==> config.mk <==
export PLATFORM = sky130hd
export DESIGN_NAME = data_mem_ctrl_flat
export DESIGN_NICKNAME = d
export VERILOG_FILES = /design/src/rtl/data_mem_ctrl_if.sv /design/src/rtl/data_mem_ctrl.sv /design/src/flat_wrapper.sv
export SDC_FILE = /design/constraint.sdc
export NUM_CORES = 1
export LEC_CHECK = 0
export CAP_MARGIN = 20
export CORE_AREA = 2 2 109 111
export CTS_CLUSTER_DIAMETER = 200
export DETAILED_ROUTE_END_ITERATION = 12
export DIE_AREA = 0 0 111 113
export PLACE_DENSITY = 0.85
export SLEW_MARGIN = 30
export SYNTH_ARGS = -nofsm -noshare
export SYNTH_HDL_FRONTEND = slang
export SYNTH_SLANG_ARGS = --single-unit
==> constraint.sdc <==
create_clock -name clk -period 5.2 [get_ports clk]
set_clock_uncertainty 0.15 [all_clocks]
set_input_delay 0.78 -clock clk [delete_from_list [all_inputs] [get_ports clk]]
set_output_delay 0.78 -clock clk [all_outputs]
set_load 0.005 [all_outputs]
==> src/rtl/data_mem_ctrl_if.sv <==
// Word-wide data-memory bus with a single-cycle ack handshake.
// The controller drives the request side; the memory answers with ack/rdata.
`timescale 1ns/1ps
interface data_mem_ctrl_if;
    logic        mem_req;
    logic        mem_we;
    logic [31:0] mem_addr;
    logic [3:0]  mem_be;
    logic [31:0] mem_wdata;
    logic        mem_ack;
    logic [31:0] mem_rdata;

    modport master (
        output mem_req, mem_we, mem_addr, mem_be, mem_wdata,
        input  mem_ack, mem_rdata
    );

    modport slave (
        input  mem_req, mem_we, mem_addr, mem_be, mem_wdata,
        output mem_ack, mem_rdata
    );
endinterface

==> src/rtl/data_mem_ctrl.sv <==
// Load/store stage: turns an ALU effective address into one word-bus access,
// stalls the CPU until it completes, and returns extended load data or an error flag.
`timescale 1ns/1ps
module data_mem_ctrl #(
    parameter int TIMEOUT_CYCLES = 16
) (
    input  logic                 clk,
    input  logic                 rst_n,
    input  logic                 cpu_req,
    input  logic                 cpu_we,
    input  logic [2:0]           cpu_funct3,
    input  logic [31:0]          cpu_addr,
    input  logic [31:0]          cpu_wdata,
    output logic                 cpu_stall,
    output logic                 cpu_done,
    output logic [31:0]          cpu_rdata,
    output logic                 cpu_misalign,
    output logic                 cpu_bus_err,
    data_mem_ctrl_if.master      mem
);

    typedef enum logic [1:0] {IDLE, WAIT_ACK, DONE} state_t;

    localparam logic [1:0] SZ_BYTE = 2'b00;
    localparam logic [1:0] SZ_HALF = 2'b01;
    localparam logic [1:0] SZ_WORD = 2'b10;

    // Counter only has to reach TIMEOUT_CYCLES-1.
    localparam int CW = (TIMEOUT_CYCLES > 1) ? $clog2(TIMEOUT_CYCLES) : 1;

    state_t          state_q, state_d;
    logic [CW-1:0]   cnt_q;
    logic [1:0]      size_q;
    logic [1:0]      off_q;
    logic            unsigned_q;
    logic            misalign_q;
    logic            bus_err_q;
    logic [31:0]     rdata_q;

    logic [1:0]      req_size;
    logic            req_bad;
    logic [3:0]      req_be;
    logic [31:0]     req_wdata;
    logic            timeout_hit;
    logic [31:0]     shifted;
    logic [31:0]     load_data;
    logic            start_bus, finish_ack, finish_to, finish_mis;

    assign req_size    = cpu_funct3[1:0];
    assign timeout_hit = (cnt_q == CW'(TIMEOUT_CYCLES - 1));

    // NOTE: every signal written in an always_comb gets a default first, so no path leaves it unassigned and no latch is inferred.
    always_comb begin
        req_bad   = 1'b0;
        req_be    = 4'b1111;
        req_wdata = cpu_wdata;
        unique case (req_size)
            SZ_BYTE: begin
                req_be    = 4'b0001 << cpu_addr[1:0];
                req_wdata = {4{cpu_wdata[7:0]}};
            end
            SZ_HALF: begin
                req_bad   = cpu_addr[0];
                req_be    = cpu_addr[1] ? 4'b1100 : 4'b0011;
                req_wdata = {2{cpu_wdata[15:0]}};
            end
            SZ_WORD: req_bad = (cpu_addr[1:0] != 2'b00);
            default: req_bad = 1'b1;
        endcase
    end

    // Move the addressed lane down to bit 0, then extend from the access size.
    always_comb begin
        shifted   = mem.mem_rdata >> {off_q, 3'b000};
        load_data = shifted;
        case (size_q)
            SZ_BYTE: load_data = {{24{~unsigned_q & shifted[7]}},  shifted[7:0]};
            SZ_HALF: load_data = {{16{~unsigned_q & shifted[15]}}, shifted[15:0]};
            default: load_data = shifted;
        endcase
    end

    always_comb begin
        state_d    = state_q;
        start_bus  = 1'b0;
        finish_ack = 1'b0;
        finish_to  = 1'b0;
        finish_mis = 1'b0;
        unique case (state_q)
            IDLE: begin
                if (cpu_req) begin
                    if (req_bad) begin
                        state_d    = DONE;
                        finish_mis = 1'b1;
                    end else begin
                        state_d    = WAIT_ACK;
                        start_bus  = 1'b1;
                    end
                end
            end
            WAIT_ACK: begin
                // An ack landing on the last allowed cycle still completes cleanly.
                if (mem.mem_ack) begin
                    state_d    = DONE;
                    finish_ack = 1'b1;
                end else if (timeout_hit) begin
                    state_d    = DONE;
                    finish_to  = 1'b1;
                end
            end
            DONE:    state_d = IDLE;
            default: state_d = IDLE;
        endcase
    end

    // NOTE: sequential state uses non-blocking assignments so every register samples pre-edge values, independent of statement order.
    always_ff @(posedge clk or negedge rst_n) begin
        if (!rst_n) begin
            state_q       <= IDLE;
            cnt_q         <= '0;
            size_q        <= '0;
            off_q         <= '0;
            unsigned_q    <= 1'b0;
            misalign_q    <= 1'b0;
            bus_err_q     <= 1'b0;
            rdata_q       <= '0;
            mem.mem_req   <= 1'b0;
            mem.mem_we    <= 1'b0;
            mem.mem_addr  <= '0;
            mem.mem_be    <= '0;
            mem.mem_wdata <= '0;
        end else begin
            state_q <= state_d;

            if (start_bus) begin
                mem.mem_req   <= 1'b1;
                mem.mem_we    <= cpu_we;
                mem.mem_addr  <= {cpu_addr[31:2], 2'b00};
                mem.mem_be    <= req_be;
                mem.mem_wdata <= req_wdata;
                size_q        <= req_size;
                off_q         <= cpu_addr[1:0];
                unsigned_q    <= cpu_funct3[2];
                cnt_q         <= '0;
            end else if (state_q == WAIT_ACK) begin
                cnt_q <= cnt_q + 1'b1;
            end

            if (finish_ack || finish_to) begin
                mem.mem_req <= 1'b0;
            end

            if (finish_ack) begin
                rdata_q <= mem.mem_we ? 32'h0 : load_data;
            end
            if (finish_to) begin
                bus_err_q <= 1'b1;
                rdata_q   <= 32'h0;
            end
            if (finish_mis) begin
                misalign_q <= 1'b1;
                rdata_q    <= 32'h0;
            end

            // Flags are only meaningful alongside cpu_done.
            if (state_q == DONE) begin
                misalign_q <= 1'b0;
                bus_err_q  <= 1'b0;
            end
        end
    end

    assign cpu_stall    = ((state_q == IDLE) && cpu_req) || (state_q == WAIT_ACK);
    assign cpu_done     = (state_q == DONE);
    assign cpu_rdata    = rdata_q;
    assign cpu_misalign = misalign_q;
    assign cpu_bus_err  = bus_err_q;

endmodule

==> src/flat_wrapper.sv <==
// flat-port wrapper written by rule: the top's interface ports become plain ports
module data_mem_ctrl_flat 
#(
    parameter int TIMEOUT_CYCLES = 16
)
  (clk, rst_n, cpu_req, cpu_we, cpu_funct3, cpu_addr, cpu_wdata, cpu_stall, cpu_done, cpu_rdata, cpu_misalign, cpu_bus_err, mem_mem_req, mem_mem_we, mem_mem_addr, mem_mem_be, mem_mem_wdata, mem_mem_ack, mem_mem_rdata);
  data_mem_ctrl_if mem_i ();
  input  logic clk;
  input  logic rst_n;
  input  logic cpu_req;
  input  logic cpu_we;
  input  logic [2:0] cpu_funct3;
  input  logic [31:0] cpu_addr;
  input  logic [31:0] cpu_wdata;
  output logic cpu_stall;
  output logic cpu_done;
  output logic [31:0] cpu_rdata;
  output logic cpu_misalign;
  output logic cpu_bus_err;
  output wire logic [$bits(mem_i.mem_req)-1:0] mem_mem_req;
  output wire logic [$bits(mem_i.mem_we)-1:0] mem_mem_we;
  output wire logic [$bits(mem_i.mem_addr)-1:0] mem_mem_addr;
  output wire logic [$bits(mem_i.mem_be)-1:0] mem_mem_be;
  output wire logic [$bits(mem_i.mem_wdata)-1:0] mem_mem_wdata;
  input wire logic [$bits(mem_i.mem_ack)-1:0] mem_mem_ack;
  input wire logic [$bits(mem_i.mem_rdata)-1:0] mem_mem_rdata;
  assign mem_mem_req = mem_i.mem_req;
  assign mem_mem_we = mem_i.mem_we;
  assign mem_mem_addr = mem_i.mem_addr;
  assign mem_mem_be = mem_i.mem_be;
  assign mem_mem_wdata = mem_i.mem_wdata;
  assign mem_i.mem_ack = mem_mem_ack;
  assign mem_i.mem_rdata = mem_mem_rdata;
  data_mem_ctrl #(.TIMEOUT_CYCLES(TIMEOUT_CYCLES)) u_core (.clk(clk), .rst_n(rst_n), .cpu_req(cpu_req), .cpu_we(cpu_we), .cpu_funct3(cpu_funct3), .cpu_addr(cpu_addr), .cpu_wdata(cpu_wdata), .cpu_stall(cpu_stall), .cpu_done(cpu_done), .cpu_rdata(cpu_rdata), .cpu_misalign(cpu_misalign), .cpu_bus_err(cpu_bus_err), .mem(mem_i));
endmodule
==> flow_summary_export.csv, run 1 <==
group,metric,value,unit
critical_path,r2r_end,"u_core.cpu_rdata[27]$_DFFE_PN0P_",
synthesis,ys_top_cells_by_area,"dfrtp_1 (54%), mux2_2 (11%), mux2i_1 (7.9%), o21ai_0 (3.6%), nand2_1 (2.7%)",
critical_path,cp-end-kind,"output port",
cts,cts-root-buf,"clkbuf_16",
synthesis,yosys_register_bits,113,
timing,fin_crit_sh,0.549,
critical_path,crit_arrival,1930,ps
detailed_routing,vias,4292,
critical_path,rr_startpoint,"u_core.off_q[1]$_DFFE_PN0P_",
timing,rsz0062_at_grt,"no",
critical_path,cp_top_family,"buffers and inverters",
detailed_routing,ant_nets,0,
cts,cts_setup_buffers,0,
cells_and_area,syn_to_final_growth,53.1,%
critical_path,crit_cells,4,
timing,period_minus_slack,2860,ps
critical_path,worstPathMaxFanout,3,
cells_and_area,seqCellArea,2830,µm²
floorplanning,ios,210,
global_route,grt_overflow_total,0,
cells_and_area,antenna_cells,0,
place,io_buffers,207,
synthesis,post-synth-top-count-cell,"dfrtp_1",
critical_path,crit_chain,"clkdlybuf4s50_1, nor2_1, nor2_1, clkdlybuf4s50_1",
cts,cts_buffer_depth,2,
detailed_routing,drt_pass1_iterations,4,
critical_path,rr_worst_depth,4,
floorplanning,die_h,113,µm
floorplanning,dieArea,12500,µm²
critical_path,cp_data_required_time,4270,ps
power_and_ir_drop,ir_drop,286,µV
timing,fin_setup_tns,0,ps
synthesis,seq_area_frac_synth,0.544,
cells_and_area,multi_input_area,2220,µm²
critical_path,crit_buf_inv,2,
timing,relSlewSlack,0.357,
synthesis,yosysWarnings,0,
synthesis,synthCells,433,
synthesis,netlist.area_leader.share,0.544,
global_route,first_global_vias,4636,
detailed_routing,drc,0,
timing,drv_slew,0,
cts,hold_buffers,0,
cts,htree_levels,4,
power_and_ir_drop,leakage,3.50,nW
cts,cts.sinks,113,
cts,cts_tree,"yes",
synthesis,async_reset_ff_frac,1.00,
floorplanning,initial_core_util,0.461,
timing,max_freq,350,MHz
global_route,grtUsageTotal,0.243,
detailed_routing,drt-initial-drc-count,240,
global_route,grt_max_degree,69,
global_route,grt_first_pass_wirelength,24000,µm
cells_and_area,fin_nets,739,
synthesis,yosys.area.top_type,"dfrtp_1",
critical_path,r2r_slack,2370,ps
critical_path,cpPeakStageDelay,510,ps
place,gp_congestion,0.854,
power_and_ir_drop,pwr_density_cell,481,nW/µm²
floorplanning,fp.dieW,111,µm
job,drv_cap,0,
cts,cts_buffers,17,
detailed_routing,wirelength,14900,µm
critical_path,startpoint,"cpu_req",
synthesis,ys_top_cells_by_count,"dfrtp_1 (113), mux2_2 (52), mux2i_1 (41), nand2_1 (37), o21ai_0 (37)",
synthesis,synth_area_per_cell,12.0,µm²
run_status,outcome,"completed",
synthesis,synthesis.area,5190,µm²
critical_path,criticalPathCategory,"in -> out",
hold_path,hp-class,"in -> async",
timing,holdWs,205,ps
synthesis,synthFlopType,"dfrtp_1",
cts,clk_pin_slew_worst_paths,50,ps
cells_and_area,fillers,812,
cells_and_area,layout-drive-gt1-share,0.149,
synthesis,synth_enable_flop_cells,0,
floorplanning,core,11300,µm²
global_route,antenna_found_initial,0,
detailed_routing,wl_per_cell,19.0,µm
cts,clkLatencyLatePin,400,ps
timing,setup_violations,0,
timing,finalHoldViolations,0,
synthesis,ys_types,45,
timing,tightest_slew,964,ps
place,dp_hpwl,10800,µm
critical_path,cp-start-kind,"input port",
critical_path,endpoint,"cpu_stall",
cts,cts_resized,0,
detailed_routing,vias_per_cell,5.46,
floorplanning,std_cell_rows,39,
critical_path,critPathSlowestCell,"clkdlybuf4s50_1",
==> cells in the final DEF, fill, tap and decap left out, types with 2 or more instances in the layout <==
| cell | synthesis | final |
|---|---|---|
| clkinv_2 | 0 | 3 |
| a211o_1 | 9 | 9 |
| a221o_1 | 8 | 8 |
| a22o_1 | 10 | 10 |
| clkbuf_8 | 0 | 5 |
| mux2_2 | 52 | 52 |
| dfrtp_1 | 113 | 112 |
| nor2_1 | 30 | 30 |
| xnor2_1 | 3 | 3 |
| conb_1 | 1 | 2 |
| o2bb2ai_1 | 9 | 9 |
| buf_4 | 4 | 6 |
| inv_1 | 3 | 3 |
| bufinv_16 | 0 | 3 |
| a21oi_1 | 10 | 10 |
| nand2_1 | 37 | 37 |
| mux2i_1 | 41 | 41 |
| o41ai_1 | 2 | 2 |
| o21ai_0 | 37 | 37 |
| nand2b_1 | 2 | 2 |
| a221oi_1 | 8 | 8 |
| clkdlybuf4s50_1 | 0 | 206 |
| xor2_1 | 3 | 3 |
| clkbuf_16 | 0 | 17 |
==> metrics by stage <==
step	instance area (µm²)	power (mW)	worst slack, ps	cells	util
global route	7950	4.02	2180	786	0.706
detailed placement	7350	2.66	2060	758	0.652
floorplan	5200	1.88	2890	434	-
finish	7950	3.83	2340	786	0.706
CTS	7950	3.86	2340	786	0.705
global placement	7350	2.61	2140	758	0.652
==> cell families after synthesis <==
| family | after synthesis | synth area share |
|---|---|---|
| buffers and inverters | 35 | 0.0328 |
| other | 1 | 0.000722 |
| xor gates and xnor gates | 6 | 0.0101 |
| and+or+nand+nor | 84 | 0.0751 |
| muxes | 94 | 0.197 |
| DFF | 113 | 0.544 |
| adders and majority gates | 1 | 0.00241 |
| AOI/OAI and AO/OA | 99 | 0.138 |
==> metal layers <==
layer,global-route usage,vias to the layer above,wire [µm]
li1,-,1975,-
met1,0.278,2105,5790
met2,0.416,191,7500
met3,0.107,21,1420
met4,0.0742,0,218
met5,0,-,0
==> area by class of cell <==
type / count / share of cell area
sequential: 113 / 0.356
tap: 143 / 0.0225
multi-input combinational: 286 / 0.279
clock inverter: 6 / 0.0132
inverter: 3 / 0.00142
timing repair buffer: 213 / 0.266
clock buffer: 22 / 0.0621
==> how the worst min path moves through the flow <==
stage          slack, ps                                    to  cells past startpoint                                 start
2_1_floorplan        320  u_core.mem.mem_wdata[10]$_DFFE_PN0P_                      2  u_core.mem.mem_wdata[10]$_DFFE_PN0P_
3_3_place_gp         310  u_core.mem.mem_wdata[13]$_DFFE_PN0P_                      2  u_core.mem.mem_wdata[13]$_DFFE_PN0P_
3_5_place_dp         320  u_core.mem.mem_wdata[27]$_DFFE_PN0P_                      2  u_core.mem.mem_wdata[27]$_DFFE_PN0P_
4_1_cts              330  u_core.mem.mem_wdata[27]$_DFFE_PN0P_                      2  u_core.mem.mem_wdata[27]$_DFFE_PN0P_
5_1_grt              250   u_core.mem.mem_addr[24]$_DFFE_PN0P_                      1                                 rst_n
6_report             200   u_core.mem.mem_addr[24]$_DFFE_PN0P_                      1                                 rst_n
==> registers in the layout, indices dropped and copies added, names as in the netlist, 2 cells and up <==
| signal | count |
|---|---|
| u_core.cpu_rdata | 32 |
| u_core.mem.mem_wdata | 32 |
| u_core.mem.mem_addr | 30 |
| u_core.cnt_q | 4 |
| u_core.mem.mem_be | 4 |
| u_core.off_q | 2 |
| u_core.size_q | 2 |
| u_core.state_q | 2 |
==> worst register-to-register path: stages, from the launching register on <==
cell and delay, ps:
dfrtp_1 970, mux2i_1 170, or3_4 370, a2111oi_4 880, a221o_1 230
==> power by group <==
part	switching, mW	internal [mW]	total [mW]
combinational	0.445	0.807	1.25
sequential	0.230	1.17	1.40
clock	0.376	0.803	1.18
total	1.05	2.78	3.83
No activity file was read; power rests on OpenSTA's default activity.
==> run 2, diff against run 1 <==
Settings changed: CORE_AREA 2 2 109 111 to 2 2 119 121, DIE_AREA 0 0 111 113 to 0 0 121 123, PLACE_DENSITY 0.85 to 0.76.
Clock period 5.2 ns to 2.44 ns, I/O delays scaled along.
==> run 2 against run 1 <==
Compared with the run above: critical path depth fell by 1; hold slack improved by 120 ps; first-iteration DRC count rose by 55%; via count rose by 0.75%; die area rose by 19%; final cell count rose by 7.1%; sequential cell count did not move; core utilization fell by 10 points; total power rose by 120%; register-to-register slack got worse by 2000 ps; clock-buffer cell count fell by 2.
==> flow_summary_export.csv, run 2 (synthesis gave the netlist of run 1 again) <==
group,metric,value,unit
run_status,outcome,"completed",
cts,cts.sinks,113,
detailed_routing,vias,4324,
hold_path,hp-class,"reg -> reg",
cts,cts_buffers,17,
floorplanning,core,13600,µm²
detailed_routing,ant_nets,0,
cells_and_area,antenna_cells,0,
timing,max_freq,477,MHz
cells_and_area,multi_input_area,2220,µm²
timing,tightest_slew,636,ps
floorplanning,dieArea,14900,µm²
detailed_routing,drt-initial-drc-count,371,
critical_path,criticalPathCategory,"reg -> out",
timing,rsz0062_at_grt,"no",
power_and_ir_drop,power,8.28,mW
cells_and_area,fin_nets,755,
timing,drv_slew,0,
power_and_ir_drop,ir_drop,611,µV
critical_path,startpoint,"u_core.state_q[1]$_DFFE_PN0P_",
detailed_routing,wl_per_cell,17.5,µm
hold_path,min_from,"u_core.mem.mem_wdata[9]$_DFFE_PN0P_",
critical_path,worstPathMaxFanout,8,
timing,fin_crit_sh,0.859,
place,io_buffers,207,
cells_and_area,final_cell_mix,"clkdlybuf4s50_1 (206), dfrtp_1 (113), mux2_2 (52)",
floorplanning,ios,210,
cts,cts_tree,"yes",
global_route,grt_overflow_total,0,
place,gp_congestion,0.899,
cts,cts_resized,0,
detailed_routing,vias_per_cell,5.14,
cells_and_area,layout-drive-gt1-share,0.171,
cts,cts-root-buf,"clkbuf_16",
cts,clkLatencyLatePin,400,ps
timing,setup_ws,344,ps
global_route,grt_max_degree,53,
timing,relSlewSlack,0.574,
power_and_ir_drop,pwr_density_cell,1010,nW/µm²
cells_and_area,seqCellArea,2830,µm²
critical_path,cp-end-kind,"output port",
place,dp_slack,-19.9,ps
cells_and_area,fillers,1066,
global_route,grtUsageTotal,0.201,
cells_and_area,layout_commonest_cell,"clkdlybuf4s50_1",
timing,period_minus_slack,2100,ps
critical_path,crit_arrival,1580,ps
cts,htree_levels,4,
cts,cts_buffer_depth,2,
detailed_routing,drc,0,
place,dp_hpwl,10900,µm
global_route,first_global_vias,4466,
critical_path,rr_startpoint,"u_core.off_q[1]$_DFFE_PN0P_",
cts,clk_pin_slew_worst_paths,50,ps
floorplanning,std_cell_rows,43,
floorplanning,initial_core_util,0.382,
global_route,grt_first_pass_wirelength,23000,µm
detailed_routing,wirelength,14800,µm
job,drv_cap,0,
floorplanning,die_h,123,µm
detailed_routing,drt_pass1_iterations,5,
timing,finalHoldViolations,0,
floorplanning,fp.dieW,121,µm
power_and_ir_drop,leakage,3.61,nW
timing,setup_violations,0,
critical_path,cp_data_required_time,1920,ps
global_route,antenna_found_initial,0,
critical_path,cp-start-kind,"register",
cells_and_area,syn_to_final_growth,58.1,%
==> run 2: where the power goes <==
part           total, mW  internal (mW)  switching, mW
combinational       2.81           1.77           1.03
clock               2.58           1.75          0.833
sequential          2.89           2.49          0.405
==> run 2: worst paths after layout <==
path / to / slack, ps / cells after the start
hold / removal: u_core.mem.mem_wdata[9]$_DFFE_PN0P_ / 330 / 2
setup / recovery: cpu_done / 340 / 3
max in group asynchronous: u_core.mem.mem_wdata[30]$_DFFE_PN0P_ / 1120 / 3
min in group asynchronous: u_core.cpu_rdata[1]$_DFFE_PN0P_ / 350 / 2
hold reg to reg: u_core.mem.mem_wdata[9]$_DFFE_PN0P_ / 330 / 2
setup reg to reg: u_core.cpu_rdata[10]$_DFFE_PN0P_ / 350 / 4
==> run 2: final cells by class <==
type                            instances  share of cell area
Inverter                                3             0.00137
Clock buffer                           20              0.0556
Sequential cell                       113               0.344
Multi-Input combinational cell        286               0.270
Clock inverter                         11              0.0196
Tap cell                              180              0.0274
Timing Repair Buffer                  229               0.281
==> run 2: per-layer routing <==
metal / global-route usage / wire [µm] / vias to the layer above
met3: 0.0738 / 1340 / 20
met4: 0.0640 / 250 / 0
met2: 0.341 / 7350 / 184
met1: 0.238 / 5830 / 2107
li1: - / - / 2013
met5: 0 / 0 / -
==> run 2: what timing repair did <==
| item | CTS | global route |
|---|---|---|
| hold buffers | 1 | 0 |
| setup buffers | 0 | 0 |
| hold endpoints to repair | 37 | 0 |
==> run 2: through the flow <==
step	setup TNS, ps	instances	hold WS [ps]	util	cell area [µm²]
finish	0	842	328	0.603	8210
global route	0	842	346	0.603	8210
CTS	0	842	336	0.603	8210
detailed placement	-45.3	810	245	0.557	7580
global placement	0	810	241	0.557	7580
floorplan	0	434	-79.6	-	5200
==> run 2: critical path, stage by stage, from the launching register on <==
cell             delay (ps)
dfrtp_1                 470
inv_1                   100
nor2_1                   90
clkdlybuf4s50_1         520
==> run 3, diff against run 2 <==
Settings changed: ABC_CLOCK_PERIOD_IN_PS set to 2440.
==> results of run 3 <==
Final layout, timing and power as in run 2 (identical DEF).
==> variant: new RTL, settings of run 2 <==
`TIMEOUT_CYCLES` is set to 16 in 2 places; all go to 32.
--- a/src/rtl/data_mem_ctrl.sv
+++ b/src/rtl/data_mem_ctrl.sv
@@ -2,7 +2,7 @@
 // stalls the CPU until it completes, and returns extended load data or an error flag.
 `timescale 1ns/1ps
 module data_mem_ctrl #(
-    parameter int TIMEOUT_CYCLES = 16
+    parameter int TIMEOUT_CYCLES = 32
 ) (
     input  logic                 clk,
     input  logic                 rst_n,
--- a/src/flat_wrapper.sv
+++ b/src/flat_wrapper.sv
@@ -1,7 +1,7 @@
 // flat-port wrapper written by rule: the top's interface ports become plain ports
 module data_mem_ctrl_flat 
 #(
-    parameter int TIMEOUT_CYCLES = 16
+    parameter int TIMEOUT_CYCLES = 32
 )
   (clk, rst_n, cpu_req, cpu_we, cpu_funct3, cpu_addr, cpu_wdata, cpu_stall, cpu_done, cpu_rdata, cpu_misalign, cpu_bus_err, mem_mem_req, mem_mem_we, mem_mem_addr, mem_mem_be, mem_mem_wdata, mem_mem_ack, mem_mem_rdata);
   data_mem_ctrl_if mem_i ();
Check against the original RTL: same outputs for any inputs over 4 cycles, from zero or initial values and one cycle with rst_n low; that may be too few to reach the edited logic, so the function may still have changed.
==> variant against run 2 <==
  * Synthesized area increased by 2.4%
  * Setup slack got worse by 110 ps
  * Sequential cell count increased by 1
  * Sequential share of layout area about the same
  * Total power decreased by 1.2%
  * Non-clock buffer count decreased by 2
  * Synthesized cell count increased by 5.1%
  * Design area increased by 0.79%
  * Routed wire length increased by 1.9%
==> variant: results (changes against run 2) <==
Routing
The detail-routed net length per standard cell was 17.5 um (about the same). The initial DRC count is 199 (was 371). The number of vias after detailed routing was 4,440 (was 4,324). The number of detailed-route iterations in the first pass came to 4 (was 5).

The average via count per standard cell was 5.16 (was 5.14).

Critical path
The signal arrival time at the worst endpoint is 1690 ps (was 1580 ps). The cell class contributing the biggest share of worst-path delay was buffers and inverters (unchanged). The biggest fanout along the worst timing path is 8 (unchanged).

The depth of the worst register-to-register path is 7 (was 4). The longest individual stage delay on the worst path is 550 ps (was 520 ps). The slowest cell on the critical path is sky130_fd_sc_hd__clkdlybuf4s50_1 (unchanged).

Run status
Run status: completed (unchanged).

Worst hold path
The worst hold path stage count was 2 (unchanged).

CTS
The number of gates resized after cts came to 0 (unchanged). The total setup buffers inserted after CTS is 0 (unchanged). The total CTS buffers came to 17 (unchanged).

The count of H-tree levels built during CTS came to 4 (unchanged). The maximum clock path buffer count is 2 (unchanged). The clock-pin slew on the worst setup and hold paths came to 50 ps (about the same).

Logic synthesis
The count of synthesis-stage warnings from yosys came to 0 (unchanged). The number of distinct library cells after synthesis was 47 (was 45). Top post-synthesis cells by area: sky130_fd_sc_hd__dfrtp_1, sky130_fd_sc_hd__mux2_1, sky130_fd_sc_hd__mux2i_1 (was sky130_fd_sc_hd__dfrtp_1, sky130_fd_sc_hd__mux2_2, sky130_fd_sc_hd__mux2i_1).

List of most frequent post-synthesis cells: sky130_fd_sc_hd__dfrtp_1, sky130_fd_sc_hd__mux2_1, sky130_fd_sc_hd__mux2i_1 (was sky130_fd_sc_hd__dfrtp_1, sky130_fd_sc_hd__mux2_2, sky130_fd_sc_hd__mux2i_1). The gate count after technology mapping is 455 (was 433). The sequential share of the synthesized area is 53.6% (was 54.4%). The fraction of registers with async set/reset is 100% (unchanged).

Placement
The count of buffers inserted at the top-level ports came to 207 (unchanged). The post-DP HPWL was 11,000 um (was 10,900 um). The final weighted congestion in routability-driven placement is 0.838 (was 0.899). The instance count after placement with tap cells included came to 827 (was 810).

GRT
The total routing usage reported by global routing is 20.9% (was 20.1%). The number of antenna violations at the first check in global routing was 0 (unchanged). The first-pass GRT wire length is 24,000 um (was 23,000 um). The maximum number of pins on one net before global-route repair is 61 (was 53). The number of global-route vias before repair is 4,684 (was 4,466).

Cells and area
The share of final-layout standard cells stronger than drive strength 1 was 8.82% (was 17.1%). The number of antenna diodes was 0 (unchanged). The filler cell count in the final layout is 1,105 (was 1,066). The number of nets in the final layout came to 773 (was 755).

STA
The final number of max-transition violations came to 0 (unchanged). The worst slew margin relative to its limit was 56.4% (was 57.4%).

Power
The maximum ir drop on the vdd rail came to 0.580 mV (was 0.611 mV). The leakage power total was 3.63 nW (was 3.61 nW).
==> variant: cell count changes after synthesis, sizes merged, moves of 8 or more <==
cell / before / now
mux2: 52 / 44
nand3b: 2 / 11
nor2b: 1 / 9
a221oi: 8 / 0
==> variant: logic make-up (layout without fill, tap and decap cells) <==
family                   after synthesis  in the layout  synth area share (%)
flip-flops                           114            114                  53.6
AO/OA/AOI/OAI                        106            106                  13.9
AND/OR/NAND/NOR                      100            100                  9.34
multiplexers                          89             89                  18.3
buffers and inverters                 38            262                  3.48
XOR/XNOR                               5              5                 0.824
adder cells (fa/ha/maj)                2              2                 0.471
other                                  1              2                0.0705
==> variant: path summary, 6_finish.rpt <==
check	from	end	slack (ps)
min in group asynchronous	rst_n	u_core.cpu_rdata[10]$_DFFE_PN0P_	380
setup reg to reg	u_core.cnt_q[0]$_DFFE_PN0P_	u_core.cpu_rdata[28]$_DFFE_PN0P_	330
setup / recovery	u_core.state_q[1]$_DFFE_PN0P_	cpu_done	240
hold / removal	u_core.mem.mem_wdata[29]$_DFFE_PN0P_	u_core.mem.mem_wdata[29]$_DFFE_PN0P_	330
hold reg to reg	u_core.mem.mem_wdata[29]$_DFFE_PN0P_	u_core.mem.mem_wdata[29]$_DFFE_PN0P_	330
max in group asynchronous	rst_n	u_core.mem.mem_wdata[1]$_DFFE_PN0P_	1100
==> variant: metal layers <==
| metal | wire [um] | up-vias | global-route usage (%) |
|---|---|---|---|
| met5 | 0 | - | 0 |
| met4 | 270 | 0 | 8.28 |
| met3 | 1180 | 22 | 7.66 |
| met2 | 7450 | 174 | 34.8 |
| met1 | 6150 | 2173 | 24.5 |
| li1 | - | 2071 | - |
==> variant: cell type report <==
class,count,share of cell area (%)
flip-flops and latches,114,34.5
multi-input cells,304,27.8
repair buffers,227,27.7
clock buffers,22,5.49
well taps,180,2.72
clock inverters,10,1.62
inverters,3,0.136
==> variant: through the flow <==
step / util (%) / worst slack, ps / hold slack (ps) / cell area (sq um)
4_1_cts: 60.8 / 235 / 337 / 8280
6_report: 60.8 / 237 / 329 / 8280
5_1_grt: 60.8 / 161 / 347 / 8280
3_3_place_gp: 56.4 / 169 / 272 / 7680
3_5_place_dp: 56.4 / 97.0 / 289 / 7680
2_1_floorplan: - / 542 / -79.6 / 5320
==> variant: worst min-delay path: cells and delay by family, from the launching register on <==
kind               cells  cell delay [ps]
AOI/OAI and AO/OA      1               60
and+or+nand+nor        1               50
DFF                    1              330
==> variant: where the power goes <==
part | switching, mW | internal, mW
Clock | 0.842 | 1.62
Sequential | 0.404 | 2.50
Combinational | 1.07 | 1.73
